--- src/rtl/relm_pkg.sv ---
// Shared constants and FSM state encoding for the sequential radix-8 divider.
// Optional feature macro: RELM_DIV_SIGNED_EN adds the signed fix-up state.
package relm_pkg;

    localparam int RELM_WD    = 32;   // operand / quotient / remainder width
    localparam int RELM_LOOPS = 10;   // 3-bit loop steps, RELM_WD = 2 + 3*RELM_LOOPS

`ifdef RELM_DIV_SIGNED_EN
    typedef enum logic [2:0] {
        IDLE = 3'd0,
        INIT = 3'd1,
        LOOP = 3'd2,
        DONE = 3'd3,
        FIX  = 3'd4
    } state_t;
`else
    typedef enum logic [1:0] {
        IDLE = 2'd0,
        INIT = 2'd1,
        LOOP = 2'd2,
        DONE = 2'd3
    } state_t;
`endif

endpackage

--- src/rtl/relm_div_step.sv ---
// Combinational 3-bit restoring division step.
// Retires three quotient bits from the partial remainder i_r and the next
// three dividend bits. The first two restoring steps are merged into one
// radix-4 digit select against D, 2D and the precomputed 3D; this yields the
// same bits and remainder as two chained compare-subtract steps. The third
// bit is a plain restoring step. All compares are WD+2 bits wide so that
// 4R + 3 and 3D cannot overflow.
module relm_div_step
    import relm_pkg::*;
#(
    parameter int WD = RELM_WD
) (
    input  logic [WD-1:0] i_r,     // partial remainder (R < D, or R <= N when D = 0)
    input  logic [WD-1:0] i_d,     // divisor D
    input  logic [WD+1:0] i_d3,    // 3*D
    input  logic [2:0]    i_bits,  // next three dividend bits, MSB first
    output logic [WD-1:0] o_r,     // updated partial remainder
    output logic [2:0]    o_q      // three quotient bits, MSB first
);

    localparam int AW = WD + 2;

    logic [AW-1:0] w_x;
    logic [AW-1:0] w_d1;
    logic [AW-1:0] w_d2;
    logic [AW-1:0] w_r1;
    logic [AW-1:0] w_y;
    logic [AW-1:0] w_r2;
    logic [1:0]    w_dig;
    logic          w_q0;

    assign w_x  = {i_r, i_bits[2:1]};
    assign w_d1 = {2'b00, i_d};
    assign w_d2 = {1'b0, i_d, 1'b0};

    // Radix-4 digit select: equivalent to two chained restoring steps.
    // NOTE: every output of a combinational block gets a default first so
    // that no path leaves it unassigned and a latch is never inferred.
    always_comb begin
        w_dig = 2'd0;
        w_r1  = w_x;
        if (w_x >= i_d3) begin
            w_dig = 2'd3;
            w_r1  = w_x - i_d3;
        end else if (w_x >= w_d2) begin
            w_dig = 2'd2;
            w_r1  = w_x - w_d2;
        end else if (w_x >= w_d1) begin
            w_dig = 2'd1;
            w_r1  = w_x - w_d1;
        end
    end

    // Third bit: one ordinary restoring step.
    assign w_y  = {w_r1[AW-2:0], i_bits[0]};
    assign w_q0 = (w_y >= w_d1);
    assign w_r2 = w_q0 ? (w_y - w_d1) : w_y;

    assign o_r = w_r2[WD-1:0];
    assign o_q = {w_dig, w_q0};

endmodule

--- src/rtl/relm_div_seq.sv ---
// Sequential restoring divider, 3 quotient bits per clock.
// IDLE -> INIT (2 bits) -> LOOP (LOOPS x 3 bits) -> DONE, held until ack_in.
// Optional feature macro: RELM_DIV_SIGNED_EN enables truncating signed
// division via signed_in, with one extra fix-up cycle before DONE.
module relm_div_seq
    import relm_pkg::*;
#(
    parameter int WD    = RELM_WD,
    parameter int LOOPS = RELM_LOOPS
) (
    input  logic          clk,
    input  logic          reset,
    input  logic          start_in,
    output logic          ready_out,
    input  logic [WD-1:0] n_in,
    input  logic [WD-1:0] d_in,
    input  logic          signed_in,
    output logic          valid_out,
    input  logic          ack_in,
    output logic [WD-1:0] q_out,
    output logic [WD-1:0] r_out
);

    localparam int CNT_W = $clog2(LOOPS);

    state_t           r_state;
    state_t           w_state_nxt;
    logic [CNT_W-1:0] r_cnt;
    logic [WD-1:0]    r_a;      // dividend shifts out the top, quotient shifts in the bottom
    logic [WD-1:0]    r_d;
    logic [WD:0]      r_d3h;    // 3D >> 1; bit 0 of 3D equals bit 0 of D
    logic [WD-1:0]    r_rem;
    logic [WD-1:0]    r_q;
    logic [WD-1:0]    r_r;

    logic [WD-1:0]    w_n_op;
    logic [WD-1:0]    w_d_op;
    logic [WD+1:0]    w_d3;
    logic [2:0]       w_bits;
    logic [WD-1:0]    w_step_r;
    logic [2:0]       w_step_q;
    logic             w_last;

`ifdef RELM_DIV_SIGNED_EN
    logic r_sop;
    logic r_neg_q;
    logic r_neg_r;

    // Signed requests divide magnitudes; signs are restored in FIX.
    assign w_n_op = (signed_in && n_in[WD-1]) ? -n_in : n_in;
    assign w_d_op = (signed_in && d_in[WD-1]) ? -d_in : d_in;
`else
    assign w_n_op = n_in;
    assign w_d_op = d_in;
`endif

    assign w_d3   = {2'b00, w_d_op} + {1'b0, w_d_op, 1'b0};
    assign w_last = (r_cnt == CNT_W'(LOOPS - 1));

    // INIT retires only two bits: the top step input is forced to zero.
    assign w_bits = (r_state == INIT) ? {1'b0, r_a[WD-1:WD-2]} : r_a[WD-1:WD-3];

    relm_div_step #(.WD(WD)) u_step (
        .i_r    (r_rem),
        .i_d    (r_d),
        .i_d3   ({r_d3h, r_d[0]}),
        .i_bits (w_bits),
        .o_r    (w_step_r),
        .o_q    (w_step_q)
    );

    // State register.
    // NOTE: clocked state uses non-blocking assignments so every register
    // samples pre-edge values, independent of block evaluation order.
    always_ff @(posedge clk or posedge reset) begin
        if (reset) begin
            r_state <= IDLE;
        end else begin
            r_state <= w_state_nxt;
        end
    end

    // Next-state decode and handshake outputs.
    always_comb begin
        w_state_nxt = r_state;
        ready_out   = 1'b0;
        valid_out   = 1'b0;
        unique case (r_state)
            IDLE: begin
                ready_out = 1'b1;
                if (start_in) begin
                    w_state_nxt = INIT;
                end
            end
            INIT: begin
                w_state_nxt = LOOP;
            end
            LOOP: begin
                if (w_last) begin
`ifdef RELM_DIV_SIGNED_EN
                    w_state_nxt = r_sop ? FIX : DONE;
`else
                    w_state_nxt = DONE;
`endif
                end
            end
            DONE: begin
                valid_out = 1'b1;
                if (ack_in) begin
                    w_state_nxt = IDLE;
                end
            end
`ifdef RELM_DIV_SIGNED_EN
            FIX: begin
                w_state_nxt = DONE;
            end
`endif
            default: begin
                w_state_nxt = IDLE;
            end
        endcase
    end

    // Datapath: operand capture, per-step shift/remainder update, result load.
    always_ff @(posedge clk or posedge reset) begin
        if (reset) begin
            r_cnt   <= '0;
            r_a     <= '0;
            r_d     <= '0;
            r_d3h   <= '0;
            r_rem   <= '0;
            r_q     <= '0;
            r_r     <= '0;
`ifdef RELM_DIV_SIGNED_EN
            r_sop   <= 1'b0;
            r_neg_q <= 1'b0;
            r_neg_r <= 1'b0;
`endif
        end else begin
            unique case (r_state)
                IDLE: begin
                    if (start_in) begin
                        r_a   <= w_n_op;
                        r_d   <= w_d_op;
                        r_d3h <= w_d3[WD+1:1];
                        r_rem <= '0;
                        r_cnt <= '0;
`ifdef RELM_DIV_SIGNED_EN
                        r_sop   <= signed_in;
                        r_neg_q <= signed_in && (n_in[WD-1] != d_in[WD-1]);
                        r_neg_r <= signed_in && n_in[WD-1];
`endif
                    end
                end
                INIT: begin
                    r_a   <= {r_a[WD-3:0], w_step_q[1:0]};
                    r_rem <= w_step_r;
                    r_cnt <= '0;
                end
                LOOP: begin
                    r_a   <= {r_a[WD-4:0], w_step_q};
                    r_rem <= w_step_r;
                    r_cnt <= r_cnt + 1'b1;
`ifdef RELM_DIV_SIGNED_EN
                    if (w_last && !r_sop) begin
`else
                    if (w_last) begin
`endif
                        r_q <= {r_a[WD-4:0], w_step_q};
                        r_r <= w_step_r;
                    end
                end
`ifdef RELM_DIV_SIGNED_EN
                FIX: begin
                    r_q <= r_neg_q ? -r_a : r_a;
                    r_r <= r_neg_r ? -r_rem : r_rem;
                end
`endif
                default: begin
                end
            endcase
        end
    end

    assign q_out = r_q;
    assign r_out = r_r;

endmodule

--- config.mk ---
export PLATFORM = sky130hd
export DESIGN_NAME = relm_div_seq
export DESIGN_NICKNAME = d
export VERILOG_FILES = /design/src/rtl/relm_pkg.sv /design/src/rtl/relm_div_step.sv /design/src/rtl/relm_div_seq.sv
export SDC_FILE = /design/constraint.sdc
export NUM_CORES = 1
export LEC_CHECK = 0
export CAP_MARGIN = 15
export CORE_MARGIN = 4
export CORE_UTILIZATION = 45
export CTS_CLUSTER_SIZE = 16
export DETAILED_ROUTE_END_ITERATION = 12
export PLACE_DENSITY = 0.69
export SLEW_MARGIN = 20
export SYNTH_ARGS = -nofsm -noshare
export SYNTH_HDL_FRONTEND = slang
export SYNTH_SLANG_ARGS = --single-unit
--- constraint.sdc ---
create_clock -name clk -period 8.2 [get_ports clk]
set_input_delay 1.64 -clock clk [delete_from_list [all_inputs] [get_ports clk]]
set_output_delay 1.64 -clock clk [all_outputs]
set_load 0.01 [all_outputs]
* Yosys cells after proc, flatten, opt, wreduce, memory -nomap -nowiden
Cells that the tools add are included.
Word-level totals: flip-flop bits (word level) 199, input port bits 69, logic and storage cells 54
Cells by class: multiplexer cells 20, equal/unequal tests 7, $add $sub $neg 6, reductions and logical operators 9, order comparisons 4
Operators by type and width (number):
- $mux W33 | 3
- $mux W32 | 3
- $pmux W32 S3 | 1
- $ge A34 B32 Y1 | 2
- $sub A33 B33 Y33 | 2
- $pmux W32 S2 | 1
- $add A32 B33 Y34 | 1
- $ge A34 B33 Y1 | 1
- $ge A34 B34 Y1 | 1
- $sub A33 B32 Y33 | 1
- $sub A32 B32 Y32 | 1
- $pmux W4 S3 | 1
- $mux W2 | 5
- $pmux W2 S4 | 1
- $reduce_and A2 Y1 | 4
- $ne A2 B2 Y1 const B | 3
- $add A4 B1 Y4 const B | 1
- $eq A2 B2 Y1 const B | 2
- $eq A4 B4 Y1 const B | 1
- $mux W4 | 1
- $mux W1 | 3
- $mux W3 | 1
- $reduce_and A3 Y1 | 1
- $reduce_bool A3 Y1 | 1
- 4 further kinds | 4

* Longest topological paths before layout
Gate-level depths: netlist (run 1).
depth after elaboration 9, gate-level depth with buffers 32, mapped depth without buffers 30

* Cells and area by module
Synthesis (run 1) repeated with hierarchy kept, for this count alone.
Second synthesis, totals: cell total of the unflattened synthesis 2143, area total of the unflattened synthesis 18461.5 um2
Modules (own cells, without submodules):
- relm_div_seq | area each 9511.6 um2, times used 1, seq. area each 4979.8 um2, cells an instance 850
- relm_div_step | area each 8949.8 um2, times used 1, seq. area each 0.0 um2, cells an instance 1293

* Worst setup path before layout (run 1)
OpenSTA, ideal clock, no wires.
path type register -> register, start register r_state[1], end register r_rem[10], required time 8.068 ns, path slack 1.529 ns, arrival 6.539 ns, clock period less this slack 6.671 ns, cell stages (with the launch flop) 32, cells stage by stage dfrtp_1 > inv_1 > ha_1 > clkbuf_1 > mux2i_1 > ha_1 > inv_1 > fa_1 > a211o_1 > a21oi_1 > a211oi_1 > nor3_1 > o21bai_1 > a21oi_2 > clkbuf_1 > mux2i_1 > mux2i_1 > mux2i_1 > inv_1 > ha_1 > nor2b_1 > o2111ai_1 > a21oi_1 > o22ai_1 > o21ai_0 > a31o_2 > o221ai_1 > o2111ai_1 > o211ai_4 > buf_8 > mux2i_1 > o21ai_1
On the way: longest elaborated chain between the ends 9, elaborated cells between the ends (all ways) 21, those cells by class 4 x add/sub; 4 x order compare; 3 x eq/ne; 6 x mux; 4 x reduce/logical
Ends and longest elaborated chain:
- start: declaration | line relm_div_seq.sv:26 | state_t r_state;
- start signal: assignment | line relm_div_seq.sv:79 | r_state <= w_state_nxt;
- $eq A2 B1 Y1 | line relm_div_seq.sv:61, relm_div_seq.sv:140
- $mux W3 | line relm_div_seq.sv:61 | assign w_bits = (r_state == INIT) ? {1'b0, r_a[WD-1:WD-2]} : r_a[WD-1:WD-3];
- $sub A33 B32 Y33 / $ge A34 B32 Y1 (equally long branches) | line relm_div_step.sv:50, relm_div_step.sv:48
- $mux W33 | line relm_div_step.sv:48 | end else if (w_x >= w_d1) begin
- $mux W33 | line relm_div_step.sv:45 | end else if (w_x >= w_d2) begin
- $mux W33 | line relm_div_step.sv:42 | if (w_x >= i_d3) begin
- $sub A32 B32 Y32 / $ge A34 B32 Y1 (equally long branches) | line relm_div_step.sv:57, relm_div_step.sv:56
- $mux W32 | line relm_div_step.sv:57 | assign w_r2 = w_q0 ? (w_y - w_d1) : w_y;
- $pmux W32 S2 | line relm_div_seq.sv:140 | unique case (r_state)
- end signal: assignment | line relm_div_seq.sv:157 | r_rem <= w_step_r;
- end signal: assignment | line relm_div_seq.sv:162 | r_rem <= w_step_r;
- end: declaration | line relm_div_seq.sv:32 | logic [WD-1:0] r_rem;
Parallel ways exist; a longest one is shown, timed or not. A chain may end at the register's enable or synchronous reset.

* Worst setup path after layout (run 1)
start register r_state[1], end register r_r[31], in the netlist r_out[31]
On the way: longest elaborated chain between the ends 8, elaborated cells between the ends (all ways) 16, those cells by class 4 x add/sub; 4 x order compare; 2 x eq/ne; 5 x mux; 1 x reduce/logical
Ends and longest elaborated chain:
- $eq A2 B1 Y1 | line relm_div_seq.sv:61
- $mux W3 | line relm_div_seq.sv:61
- $sub A33 B32 Y33 / $ge A34 B32 Y1 (equally long branches) | line relm_div_step.sv:50, relm_div_step.sv:48
- $mux W33 | line relm_div_step.sv:48
- $mux W33 | line relm_div_step.sv:45
- $mux W33 | line relm_div_step.sv:42
- $sub A32 B32 Y32 / $ge A34 B32 Y1 (equally long branches) | line relm_div_step.sv:57, relm_div_step.sv:56
- $mux W32 | line relm_div_step.sv:57
- end signal: assignment | line relm_div_seq.sv:170 | r_r <= w_step_r;
- end: declaration | line relm_div_seq.sv:34 | logic [WD-1:0] r_r;
Parallel ways exist; a longest one is shown, timed or not.

==> results.json, run 1 <==
{
  "result_of_the_run": "finished, final reports clean",
  "ctsRootBufferMaster": "clkbuf_16",
  "io_buffers": 133,
  "dr.pass1.iters": 6,
  "critical-path-slowest-cell": "fa_1",
  "largest_net_degree_at_the_start_of_global_routing": 127,
  "synthCells": 2103,
  "max-slew-margin-rel_pct": 32.5,
  "max_stage_delay_on_crit_path_ns": 0.44,
  "critical_path_arrival_ns": 8.07,
  "max_freq_mhz": 129,
  "report.final.slew_viol_count": 0,
  "synth_edf_count": 0,
  "synthesis.nets": 2345,
  "route.antenna.remaining_nets": 0,
  "layout_min_cycle_time_ns": 7.75,
  "cts_made_buffers": 17,
  "gpl.final_weighted_congestion": 0.949,
  "final_min_period_over_clock_period_pct": 94.5,
  "dp.final_hpwl_um": 39900,
  "area_after_dpl_um2": 19200,
  "fp-row-count": 71,
  "leading_post_synthesis_cells_by_cell_area": "dfrtp_1 (29%), ha_1 (12%), nand2_1 (6.0%), o21ai_0 (5.7%), a21oi_1 (5.2%)",
  "grt_use_total_pct": 24.2,
  "floorplan.core_area_um2": 37800,
  "r2r-start": "r_state[1]",
  "share_of_post_route_cells_with_drive_strength_above_1_pct": 6.80,
  "asyncSetResetFlopFracSynth_pct": 100,
  "ys_seq_area_share_pct": 28.8,
  "numClockSinks": 199,
  "tritoncts": "yes",
  "max_cap_violations": 0,
  "synth-warning-count": 0,
  "worstSetupPathType": "flip-flop to flip-flop",
  "worst_r2r_endpoint": "r_out[31]",
  "worst_clock_skew_ns": 0.0170,
  "final_cell_area_um2": 19900,
  "yosysMostFrequentCell": "nand2_1",
  "whs_path_depth": 2,
  "io_pins": 135,
  "final_hold_violation_count": 0,
  "layout.nets": 2448,
  "worst-r2r-setup-slack_ns": 0.45,
  "crit_fanout": 32,
  "post_cts.repair.setup_buffers": 0,
  "startpoint": "r_state[1]",
  "synth_area_per_cell_um2": 8.22,
  "cts.reportedPaths.clkPinSlew_ns": 0.08,
  "finalSetupTns_ns": 0,
  "y_dimension_of_the_die_um": 204,
  "first_global_vias": 15400,
  "post_synth_num_cell_types": 72,
  "first_pass_grt_wire_length_um": 81600,
  "timing_worst_slew_pin_value_ns": 1.01,
  "wl_um": 50600,
  "die_area_um2": 41600,
  "total_of_fill_cells_in_the_finished_design": 3603,
  "endpoint": "r_out[31]",
  "setup-violations-final": 0,
  "route.detailed.vias_per_inst": 5.76,
  "route.vias.total": 15700,
  "grt_setup_unrepaired": "no",
  "detailedRoute.firstIterationViolations": 990,
  "yosys-top-cells-count": "nand2_1 (278), dfrtp_1 (199), o21ai_0 (197)",
  "ys_seq_elements": 199,
  "n_antenna_cell": 0,
  "postSynth.topFlopCell": "dfrtp_1",
  "ctsLongestPathBuffers": 2,
  "clkLatencyLatePin_ns": 0.46,
  "die_width_um": 204,
  "critPathCaptureType": "flip-flop",
  "number_of_antenna_violations_at_the_first_check_in_global_routing": 0,
  "area_delta_synth_final_pct": 15.1,
  "worstPathRequired_ns": 8.52,
  "synth_area_um2": 17300,
  "worst_hold_path_type": "flip-flop to flip-flop",
  "critPathLaunchType": "flip-flop",
  "cts-htree-levels": 4,
  "worst_r2r_path_depth": 31,
  "grt-ovfl-total": 0,
  "synth_top_area_share_pct": 28.8,
  "route.detailed.drc": 0,
  "detail_route.wl_per_cell_um": 18.5,
  "yosys_top_cell_by_area": "dfrtp_1",
  "effective_utilization_at_floorplan_pct": 45.8
}
## metrics by stage
| step | setup slack, ns | util, % | hold WS (ns) | cells |
|---|---|---|---|---|
| finish | 0.451 | 52.7 | 0.485 | 2730 |
| global route | 0.00776 | 52.7 | 0.509 | 2730 |
| CTS | 0.227 | 52.6 | 0.490 | 2729 |
| detailed placement | 0.270 | 50.9 | 0.471 | 2697 |
| global placement | 0.428 | 50.9 | 0.463 | 2697 |
| floorplan | 1.13 | - | 0.450 | 2103 |
## flip-flops by register name, indices dropped and copies added (netlist names)
register,count
r_d3h,33
q_out,32
r_out,32
r_cnt,4
r_rem,32
r_d,32
r_state,2
r_a,32
## cells in the final DEF (no fill, tap or decap), drive strengths merged, types with 7 or more instances in the layout
cell type      Yosys  routed
clkbuf            64      17
or3                8       8
inv              118     125
dfrtp            199     199
a211o              8       8
xor2              59      59
ha               168     168
nand2            278     278
a21oi            179     179
nand2b            20      20
o31ai              8       8
nor2b             22      22
xnor2             77      77
nor2             109     109
o21ai            268     268
a221oi             7       7
a211oi            29      29
mux2              67      67
nand3             48      48
a21o              69      69
buf               15      30
o21bai            20      20
nand4             23      23
and2               7       7
o211ai             8       8
clkdlybuf4s50      0     133
o21a              21      21
a31oi             15      15
a22oi             33      33
mux2i             50      50
nor3              18      18
## timing repair
item | in CTS | in global routing
resized for setup | 0 | 4
hold buffers | 0 | 0
setup endpoints to repair | 0 | 64
## area by class of cell
| cell class | count | area (um^2) | area share [%] |
|---|---|---|---|
| inverters | 118 | 450 | 2.26 |
| multi-input cells | 1707 | 11600 | 58.2 |
| repair buffers | 163 | 1610 | 8.11 |
| well taps | 511 | 639 | 3.21 |
| clock inverters | 15 | 211 | 1.06 |
| clock buffers | 17 | 425 | 2.14 |
| flip-flops and latches | 199 | 4980 | 25.0 |
## critical path, delay by kind of cell (launching register included)
kind	cells	cell delay, ns
mux	3	0.72
simple gates	2	0.36
fa+ha+maj	4	1.23
flops	1	0.41
buf+inv	5	0.84
compound gates	17	4.02
## metal layers
| layer | vias to the layer above | track usage [%] | routed length [um] |
|---|---|---|---|
| li1 | 7804 | - | - |
| met1 | 7368 | 35.1 | 24100 |
| met2 | 488 | 37.8 | 22100 |
| met3 | 56 | 4.06 | 3500 |
| met4 | 0 | 6.03 | 932 |
| met5 | - | 0 | 0 |
## worst min path at each step
stage,startpoint,to
after global routing,r_out[8],r_out[8]
after detailed placement,r_d3h[2],r_d3h[2]
after CTS,r_d3h[2],r_d3h[2]
final,r_d3h[16],r_d3h[16]
after global placement,r_d3h[18],r_d3h[18]
after floorplan,r_d3h[10],r_d3h[10]
## cell families (layout without fill, tap and decap cells)
kind of cell	count (synthesis)	after routing	share of synthesized area (%)
AOI/OAI and AO/OA	723	723	25.5
and+or+nand+nor	558	558	14.3
DFF	199	199	28.8
buffers and inverters	197	313	4.50
adders and majority gates	173	173	12.7
xor gates and xnor gates	136	136	6.89
muxes	117	117	7.26
Power of run 1 is left out: the tool's default activity adds up to more than one toggle a clock period on the data nets, which glitch-free logic cannot reach.
==> run 2, diff against run 1 <==
==> constraint.sdc (replaced) <==
create_clock -name clk -period 9.86 [get_ports clk]
set_input_delay 1.972 -clock clk [delete_from_list [all_inputs] [get_ports clk]]
set_output_delay 1.972 -clock clk [all_outputs]
set_load 0.01 [all_outputs]
==> run 2 against run 1 <==
Sequential share of layout area grew 0.24 points. Flip-flop and latch count is the same. Register-to-register slack gained 0.43 ns. Die area is the same. Core utilization shrank 0.51 points. Final cell count shrank 0.40%. Global-route usage grew 0.64 points. Wire length grew 2.5%. Critical path type unchanged.
==> results.json, run 2 (synthesized netlist as in run 1, its figures left out) <==
{
  "final_cell_mix": "nand2_1 (277), dfrtp_1 (199), o21ai_0 (197), a21oi_1 (178), ha_1 (168)",
  "ctsLongestPathBuffers": 2,
  "post_cts_resized": 0,
  "cts.reportedPaths.clkPinSlew_ns": 0.08,
  "critPathLaunchType": "flip-flop",
  "max_freq_mhz": 111,
  "post_cts.repair.setup_buffers": 0,
  "worst_hold_path_type": "flip-flop to flip-flop",
  "max-slew-margin-rel_pct": 29.7,
  "grt-ovfl-total": 0,
  "layout_min_cycle_time_ns": 8.98,
  "route.detailed.vias_per_inst": 5.83,
  "detail_route.wl_per_cell_um": 19.1,
  "area_after_dpl_um2": 19100,
  "first_pass_grt_wire_length_um": 83200,
  "cts-htree-levels": 4,
  "cp.depth": 30,
  "y_dimension_of_the_die_um": 204,
  "final.hold.worst_slack_ns": 0.482,
  "critical-path-slowest-cell": "or4b_2",
  "critPathMostFrequentCell": "a21oi_1",
  "total_of_fill_cells_in_the_finished_design": 3626,
  "report.final.slew_viol_count": 0,
  "max_cap_violations": 0,
  "n_antenna_cell": 0,
  "worstPathRequired_ns": 10.25,
  "cts_hold_buffers": 0,
  "critPathCaptureType": "flip-flop",
  "largest_reg_flops": 33,
  "final_cell_area_um2": 19700,
  "route.antenna.remaining_nets": 0,
  "setup-violations-final": 0,
  "tritoncts": "yes",
  "crit_fanout": 15,
  "grt_use_total_pct": 24.8,
  "final_min_period_over_clock_period_pct": 91.1,
  "share_of_post_route_cells_with_drive_strength_above_1_pct": 6.07,
  "first_global_vias": 15300,
  "fp-row-count": 71,
  "max_stage_delay_on_crit_path_ns": 0.69,
  "ctsRootBufferMaster": "clkbuf_16",
  "worstSetupPathType": "flip-flop to flip-flop",
  "worst_r2r_path_depth": 30,
  "worst-path-buf-inv": 5,
  "die_area_um2": 41600,
  "dr.pass1.iters": 5,
  "detailedRoute.firstIterationViolations": 1211,
  "timing_worst_slew_pin_value_ns": 1.03,
  "effective_utilization_at_floorplan_pct": 45.8,
  "finalSetupTns_ns": 0,
  "final_hold_violation_count": 0,
  "result_of_the_run": "finished, final reports clean",
  "floorplan.core_area_um2": 37800,
  "numClockSinks": 199,
  "final_common_cell": "nand2_1",
  "critical_path_arrival_ns": 9.37,
  "gpl.final_weighted_congestion": 0.980,
  "die_width_um": 204,
  "cp_top_family": "compound AO/OA/AOI/OAI gates",
  "route.detailed.drc": 0,
  "io_pins": 135,
  "number_of_antenna_violations_at_the_first_check_in_global_routing": 0,
  "grt_setup_unrepaired": "no",
  "largest_net_degree_at_the_start_of_global_routing": 100,
  "layout.nets": 2437,
  "wl_um": 51900,
  "whs_path_depth": 2,
  "dp.final_hpwl_um": 40800,
  "io_buffers": 133,
  "area_delta_synth_final_pct": 13.9,
  "worst_clock_skew_ns": 0.0163,
  "cts_made_buffers": 17,
  "largest_register": "r_d3h",
  "clkLatencyLatePin_ns": 0.46,
  "route.vias.total": 15900
}
run 2: changes by cell type in the layout (fill, tap and decap cells not counted), moves of 2 or more:
cell / previous run / this run
clkbuf_1: 0 / 3
buf_12: 3 / 0
buf_4: 26 / 19
inv_8: 4 / 2
clkinv_4: 0 / 3
run 2: worst paths after layout:
path                       startpoint         to  slack [ns]
max in group asynchronous       reset  r_rem[27]        6.60
max reg2reg                r_state[1]  r_rem[31]        0.88
max                        r_state[1]  r_rem[31]        0.88
min in group asynchronous       reset  q_out[27]        1.98
min                         r_d3h[16]  r_d3h[16]        0.48
min reg2reg                 r_d3h[16]  r_d3h[16]        0.48
run 2: per-stage QoR:
step	utilization [%]	std cells	setup slack, ns
2_1_floorplan	-	2103	2.46
3_3_place_gp	50.6	2687	1.33
3_5_place_dp	50.6	2687	1.21
4_1_cts	52.2	2719	1.11
5_1_grt	52.2	2719	0.476
6_report	52.2	2719	0.880
run 2: area by class of cell:
| type | count | area (um^2) | share of cell area (%) |
|---|---|---|---|
| sequential | 199 | 4980 | 25.3 |
| timing repair buffer | 152 | 1470 | 7.48 |
| clock buffer | 20 | 437 | 2.22 |
| inverter | 118 | 450 | 2.29 |
| clock inverter | 12 | 164 | 0.832 |
| multi-input combinational | 1707 | 11600 | 58.7 |
| tap | 511 | 639 | 3.25 |
run 2: per-layer routing:
metal	track usage [%]	vias to the layer above	part of all wire, %
li1	-	7752	-
met1	36.3	7515	47
met2	38.2	528	43
met3	4.46	61	7.6
met4	6.39	0	1.9
met5	0	-	0
run 2: worst register-to-register path: cells and delay by family, from the launching register on:
family | cells | cell delay, ns
buffers and inverters | 5 | 0.71
AND/OR/NAND/NOR | 6 | 1.75
flip-flops | 1 | 0.41
adder cells (fa/ha/maj) | 4 | 1.10
multiplexers | 3 | 1.15
AO/OA/AOI/OAI | 12 | 3.77
Power of run 2 is left out for the same reason.
==> run 3, diff against run 2 <==
--- a/config.mk
+++ b/config.mk
@@ -5,7 +5,6 @@
 export SDC_FILE = /design/constraint.sdc
 export NUM_CORES = 1
 export LEC_CHECK = 0
-export CAP_MARGIN = 15
 export CORE_MARGIN = 4
 export CORE_UTILIZATION = 45
 export CTS_CLUSTER_SIZE = 16
==> results of run 3 <==
The final DEF is identical to that of run 2; final timing and power are the same.
Power of run 3 is left out for the same reason.
